### src/rtl/reg_dump_tx_pkg.sv
// Shared types and constants for the register-file dump streamer.
package reg_dump_tx_pkg;

  typedef enum logic [2:0] {
    ST_IDLE = 3'd0,
    ST_HDR  = 3'd1,
    ST_LOAD = 3'd2,
    ST_SEND = 3'd3,
    ST_DONE = 3'd4
  } state_t;

  localparam logic [7:0] HDR_BYTE_DEF   = 8'hA5;
  localparam int         DATA_W_DEF     = 32;
  localparam int         BYTES_PER_WORD = DATA_W_DEF / 8;

  // Counter width that stays legal when a word is a single byte.
  function automatic int cnt_width(input int n);
    return (n > 1) ? $clog2(n) : 1;
  endfunction

endpackage

### src/rtl/reg_dump_tx.sv
// Walks the integer register file and streams a header byte followed by every
// register, little-endian, to a valid/ready byte sink such as uart_tx.
module reg_dump_tx
  import reg_dump_tx_pkg::*;
#(
  parameter int         NUM_REGS = 32,
  parameter int         ADDR_W   = 5,
  parameter int         DATA_W   = DATA_W_DEF,
  parameter logic [7:0] HDR_BYTE = HDR_BYTE_DEF
) (
  input  logic              clk,
  input  logic              rst,
  input  logic              start,
  output logic [ADDR_W-1:0] raddr,
  input  logic [DATA_W-1:0] rdata,
  output logic [7:0]        tx_data,
  output logic              tx_valid,
  input  logic              tx_ready,
  output logic              busy,
  output logic              done
);

  localparam int BPW = DATA_W / 8;
  localparam int BCW = cnt_width(BPW);

  state_t              state_q, state_d;
  logic [ADDR_W-1:0]   reg_idx_q, reg_idx_d;
  logic [BCW-1:0]      byte_cnt_q, byte_cnt_d;
  logic [DATA_W-1:0]   shift_q, shift_d;

  logic xfer;
  logic last_byte;
  logic last_reg;

  assign xfer      = tx_valid & tx_ready;
  assign last_byte = (byte_cnt_q == BCW'(BPW - 1));
  assign last_reg  = (reg_idx_q == ADDR_W'(NUM_REGS - 1));

  always_comb begin
    state_d    = state_q;
    reg_idx_d  = reg_idx_q;
    byte_cnt_d = byte_cnt_q;
    shift_d    = shift_q;
    case (state_q)
      ST_IDLE: begin
        if (start) begin
          state_d   = ST_HDR;
          reg_idx_d = '0;
        end
      end
      ST_HDR: begin
        if (xfer) state_d = ST_LOAD;
      end
      ST_LOAD: begin
        shift_d    = rdata;
        byte_cnt_d = '0;
        state_d    = ST_SEND;
      end
      ST_SEND: begin
        if (xfer) begin
          shift_d    = shift_q >> 8;
          byte_cnt_d = byte_cnt_q + BCW'(1);
          // Terminal check precedes the index increment, so reg_idx never wraps.
          if (last_byte) begin
            if (last_reg) begin
              state_d = ST_DONE;
            end else begin
              reg_idx_d = reg_idx_q + ADDR_W'(1);
              state_d   = ST_LOAD;
            end
          end
        end
      end
      ST_DONE: begin
        state_d = ST_IDLE;
      end
      default: begin
        state_d = ST_IDLE;
      end
    endcase
  end

  always_ff @(posedge clk or posedge rst) begin
    if (rst) begin
      state_q    <= ST_IDLE;
      reg_idx_q  <= '0;
      byte_cnt_q <= '0;
      shift_q    <= '0;
    end else begin
      state_q    <= state_d;
      reg_idx_q  <= reg_idx_d;
      byte_cnt_q <= byte_cnt_d;
      shift_q    <= shift_d;
    end
  end

  // Outputs decode straight from registered state so reset clears them at once.
  assign raddr    = reg_idx_q;
  assign tx_valid = (state_q == ST_HDR) || (state_q == ST_SEND);
  assign tx_data  = (state_q == ST_HDR)  ? HDR_BYTE :
                    (state_q == ST_SEND) ? shift_q[7:0] : 8'h00;
  assign busy     = (state_q != ST_IDLE);
  assign done     = (state_q == ST_DONE);

endmodule

### config.mk
export PLATFORM = sky130hd
export DESIGN_NAME = reg_dump_tx
export DESIGN_NICKNAME = d
export VERILOG_FILES = /design/src/rtl/reg_dump_tx_pkg.sv /design/src/rtl/reg_dump_tx.sv
export SDC_FILE = /design/constraint.sdc
export NUM_CORES = 1
export LEC_CHECK = 0
export BUFFER_PORTS_ARGS = -buffer_cell sky130_fd_sc_hd__buf_2
export CORE_UTILIZATION = 35
export DETAILED_ROUTE_END_ITERATION = 10
export SETUP_SLACK_MARGIN = 0.1
export SYNTH_ARGS = -nofsm -noshare
export SYNTH_HDL_FRONTEND = slang
export SYNTH_SLANG_ARGS = --single-unit
### constraint.sdc
create_clock -name clk -period 4.9 [get_ports clk]
set_input_delay 0 -clock clk [delete_from_list [all_inputs] [get_ports clk]]
set_output_delay 0 -clock clk [all_outputs]
set_load 0.02 [all_outputs]
[Yosys cells after proc, flatten, opt, wreduce, memory -nomap -nowiden]
Index checks and enable logic that the tools add are counted.
Operators by class
  $add $sub $neg: 2
  equality and inequality tests: 11
  multiplexer cells: 17
  bitwise logic cells: 1
  reduce and logical (&&, ||, !) cells: 8
Operators with widths (number)
  one-hot mux 32 bit (2 select lines): 1
  2-to-1 mux 32 bit: 1
  2-to-1 mux 5 bit: 4
  2-to-1 mux 8 bit: 2
  2-to-1 mux 3 bit: 5
  one-hot mux 3 bit (4 select lines): 1
  inequality test 2 bit (second input constant): 5
  one-hot mux 5 bit (2 select lines): 1
  == test 3 x 2 -> 1 bit (second input constant): 2
  adder 5 x 1 -> 5 bit (second input constant): 1
  == test 5 bit (second input constant): 1
  AND reduction 5 bit: 1
  one-hot mux 2 bit (2 select lines): 1
  AND reduction 4 bit: 1
  nonzero test 2 bit: 2
  == test 3 x 1 -> 1 bit (second input constant): 1
  == test 3 bit (second input constant): 1
  logical NOT 3 bit: 1
  nonzero test 3 bit: 1
  adder 2 x 1 -> 2 bit (second input constant): 1
  == test 2 bit (second input constant): 1
  2-to-1 mux 2 bit: 1
  AND reduction 2 bit: 1
  bitwise AND 1 bit: 1
  logical OR 1 bit: 1
Word-level totals
  register bits after elaboration: 42
  input bits: 36

[Logic depth before layout (Yosys ltp)]
  depth in word-level cells: 5
  mapped depth: 6

[Worst setup path after synthesis]
Ideal clock, no wire load.
  path type: register to register
  from: reg reg_idx_q[0], in the netlist raddr[0]
  to: reg reg_idx_q[1], in the netlist raddr[1]
  arrival: 1.735 ns
  data required time: 4.821 ns
  setup slack: 3.086 ns
  stages on the path, launching flop included: 7
  path buffers: 0
  period minus slack after synthesis: 1.814 ns
  cell sequence: dfrtp_1 ha_1 and3_1 ha_1 nor3b_2 o2bb2ai_4 mux2i_1
Between the ends
  longest elaborated chain between the ends: 5
  elaborated cells on any way between the ends: 8
Ends and longest elaborated chain
  start: declaration: RTL line reg_dump_tx.sv:27  | logic [ADDR_W-1:0] reg_idx_q, reg_idx_d;
  start signal: assignment: RTL line reg_dump_tx.sv:91  | reg_idx_q <= reg_idx_d;
  adder 5 x 1 -> 5 bit: RTL line reg_dump_tx.sv:68  | reg_idx_d = reg_idx_q + ADDR_W'(1);
  2-to-1 mux 5 bit: RTL line reg_dump_tx.sv:65  | if (last_reg) begin
  2-to-1 mux 5 bit: RTL line reg_dump_tx.sv:64  | if (last_byte) begin
  2-to-1 mux 5 bit: RTL line reg_dump_tx.sv:60  | if (xfer) begin
  one-hot mux 5 bit (2 select lines): RTL line reg_dump_tx.sv:44  | case (state_q)
Parallel ways exist; a longest one is shown, timed or not. The select of a mux whose other input is x is not followed.
A chain may end at the register's enable or synchronous reset.

[Worst setup path in the final report]
  from: reg state_q[2]
  to: reg shift_q[9]
Between the ends
  longest elaborated chain between the ends: 5
  elaborated cells on any way between the ends: 9
Ends and longest elaborated chain
  start: declaration: RTL line reg_dump_tx.sv:26  | state_t state_q, state_d;
  start signal: assignment: RTL line reg_dump_tx.sv:90  | state_q <= state_d;
  == test 3 x 1 -> 1 bit or == test 3 x 2 -> 1 bit (tied branches): RTL line reg_dump_tx.sv:99, reg_dump_tx.sv:44
  logical OR 1 bit: RTL line reg_dump_tx.sv:99  | assign tx_valid = (state_q == ST_HDR) || (state_q == ST_SEND);
  bitwise AND 1 bit: RTL line reg_dump_tx.sv:35  | assign xfer = tx_valid & tx_ready;
  inequality test 2 bit (no line)
  AND reduction 2 bit (no line)
  end signal: assignment: RTL line reg_dump_tx.sv:93  | shift_q <= shift_d;
  end: declaration: RTL line reg_dump_tx.sv:29  | logic [DATA_W-1:0] shift_q, shift_d;
Parallel ways exist; a longest one is shown, timed or not.

==> impl_metrics.json <==
{
  "top_usage_layer": "met2",
  "cts_buffers": 5,
  "post-cts-setup-buffer-count": 0,
  "ctsResizeCount": 0,
  "root_buffer": "clkbuf_8",
  "die_area_mm2": 0.00642,
  "timing.final.ws_setup_ns": 2.73,
  "routed_via_density": 5.00,
  "synth_top_family_by_area": "compound AO/OA/AOI/OAI gates",
  "vias": 1736,
  "overflow": 0,
  "yosysTopAreaCellShare_pct": 49.2,
  "synth_xor_area_share_pct": 0,
  "antenna_found_initial": 0,
  "worst-setup-path-type": "register to register",
  "grt_use_met1_pct": 23.4,
  "final_nets": 310,
  "htree_levels": 2,
  "vdd_drop_max_mv": 0.263,
  "critPathCaptureType": "register",
  "arrival_ns": 2.31,
  "grt_pass1_wl_um": 7960,
  "crit_chain": "and3b_1, a21oi_4, o21ai_1",
  "preCtsSetupSlack_ns": 2.76,
  "syn_area_mm2": 0.00214,
  "grt_use_total_pct": 16.3,
  "dp.final_hpwl_um": 3100,
  "clkTransAtPathRegs_ns": 0.08,
  "rsz0062_at_grt": "no",
  "drive_above_1_share_pct": 24.3,
  "cp-start-kind": "register",
  "final_antenna_net_count": 0,
  "firstDrtPassIters": 4,
  "max_freq_mhz": 462,
  "leakage_uw": 0.00134,
  "layout.cells.most_common_list": "buf_2 (51), dfrtp_1 (42), dlygate4sd3_1 (32)",
  "yosys.area.top_type": "dfrtp_1",
  "drtIter0Drc": 165,
  "start_util_pct": 36.3,
  "port_buffers": 51,
  "drv_cap": 0,
  "ys.flop_type": "dfrtp_1",
  "n_antenna_cell": 0,
  "seq_area_mm2": 0.00105,
  "synth_seq_cells": 42,
  "synth-edff-count": 0,
  "fill_cells": 582,
  "syn2layout_area_growth_pct": 31.6,
  "synthSimpleGateAreaFrac_pct": 14.4,
  "cp_data_required_time_ns": 5.05,
  "cts_tree": "built",
  "yosysSeqAreaShare_pct": 49.2,
  "synth_nets": 233,
  "routedWlPerCell_um": 14.0,
  "hold_viol": 0,
  "drc": 0,
  "multi_input_area_um2": 937,
  "wl_um": 4850,
  "whs_ns": 0.0110,
  "core-area_mm2": 0.00589,
  "grt_pass1_vias": 1629,
  "synth_mux_area_share_pct": 12.2,
  "synth_adder_area_share_pct": 1.76,
  "fin_area_mm2": 0.00281,
  "gp_congestion": 0.716,
  "fin_crit_sh_pct": 44.2,
  "hp-class": "input port to register",
  "finalSetupViolCount": 0,
  "cts_buffer_depth": 2,
  "synth_cell_types": 32,
  "yosysWarnings": 0,
  "io_pins": 52,
  "crit_slowest_cell": "a21oi_4",
  "cp_max_fo": 33,
  "status": "completed",
  "die_h_um": 80.1,
  "use_met3_pct": 3.18,
  "worstMarginPinSlew_ns": 1.21,
  "fin_cells": 347,
  "insertion_delay_ns": 0.30,
  "fp.dieW_um": 80.1,
  "cts_sinks": 42,
  "setup_tns_ns": 0,
  "syn_area_per_cell_um2": 11.0,
  "maxSlewHeadroom_pct": 19.0,
  "synthArstFlopShare_pct": 100,
  "placed_cells": 307,
  "max_stage_delay_ns": 0.82,
  "slew_viol_final": 0,
  "p_per_area_mw_per_mm2": 476,
  "grt_max_degree": 43,
  "placed_cell_area_mm2": 0.00238,
  "floorplan.rows": 28,
  "synthCells": 194,
  "period_minus_slack_ns": 2.17,
  "synth_compound_area_share_pct": 15.6,
  "grt_util_met2_pct": 24.2,
  "skew_ns": 0.00700,
  "final_common_cell": "buf_2",
  "synth.area.top_cells": "dfrtp_1 (49%), mux2i_1 (12%), nand3_1 (6.6%)"
}
[area by class of cell]
type,count,share of cell area (%)
Multi-Input combinational cell,130,33.3
Clock buffer,5,2.45
Sequential cell,42,37.4
Inverter,7,0.935
Tap cell,75,3.34
Clock inverter,3,1.56
Timing Repair Buffer,85,21.0
[routing by layer]
layer,up-vias,wire [um]
met5,-,0
met4,0,69
met3,7,228
met2,47,2200
met1,830,2350
li1,852,-
[stage by stage]
step / util, % / power (uW)
3_5_place_dp: 40.4 / 1050
6_report: 47.8 / 1340
4_1_cts: 47.8 / 1350
3_3_place_gp: 40.4 / 1040
2_1_floorplan: - / 934
5_1_grt: 47.8 / 1440
[where the power goes]
group	total, uW	switching [uW]	internal, uW
sequential	549	80.5	468
clock	279	126	153
combinational	510	287	223
total	1340	494	844
[worst paths after layout]
| kind | start | endpoint | slack [ns] | depth (start not counted) |
|---|---|---|---|---|
| hold reg to reg | raddr[3] | raddr[3] | 0.50 | 1 |
| hold / removal | tx_ready | byte_cnt_q[1] | 0.01 | 3 |
| max in group asynchronous | rst | shift_q[4] | 4.15 | 4 |
| setup / recovery | state_q[2] | shift_q[9] | 2.73 | 3 |
| setup reg to reg | state_q[2] | shift_q[9] | 2.73 | 3 |
| min in group asynchronous | rst | shift_q[28] | 0.37 | 4 |
[cell families (layout without fill, tap and decap cells)]
kind of cell / count (synthesis) / after routing
simple gates: 52 / 52
compound gates: 49 / 49
flops: 42 / 42
mux: 26 / 26
buf+inv: 22 / 100
fa+ha+maj: 3 / 3
[synthesized netlist by cell type, types with 2 or more instances]
master,count
a211oi_1,2
dfrtp_1,42
buf_6,6
o21ai_1,24
and2_1,4
nor2_1,3
and3_1,3
nand3_1,28
o21a_1,5
buf_2,4
nand2_1,4
nand2b_1,2
mux2i_1,26
buf_4,4
a31oi_1,3
inv_1,7
ha_1,3
o21ai_0,3
a22o_1,8
[worst max-delay path: cells and delay by family (launching register included)]
family	cells	cell delay (ns)
compound gates	2	0.99
simple gates	1	0.47
flops	1	0.55
[what timing repair did]
action                                  in CTS  in global routing
endpoints found under the hold margin       73                  0
endpoints found under the setup margin       0                  0
hold buffers                                32                  0
[state kept, by name (all words and copies together) (netlist names)]
signal	count
shift_q	32
byte_cnt_q	2
state_q	3
raddr	5
(Power assumes the default switching activity.)
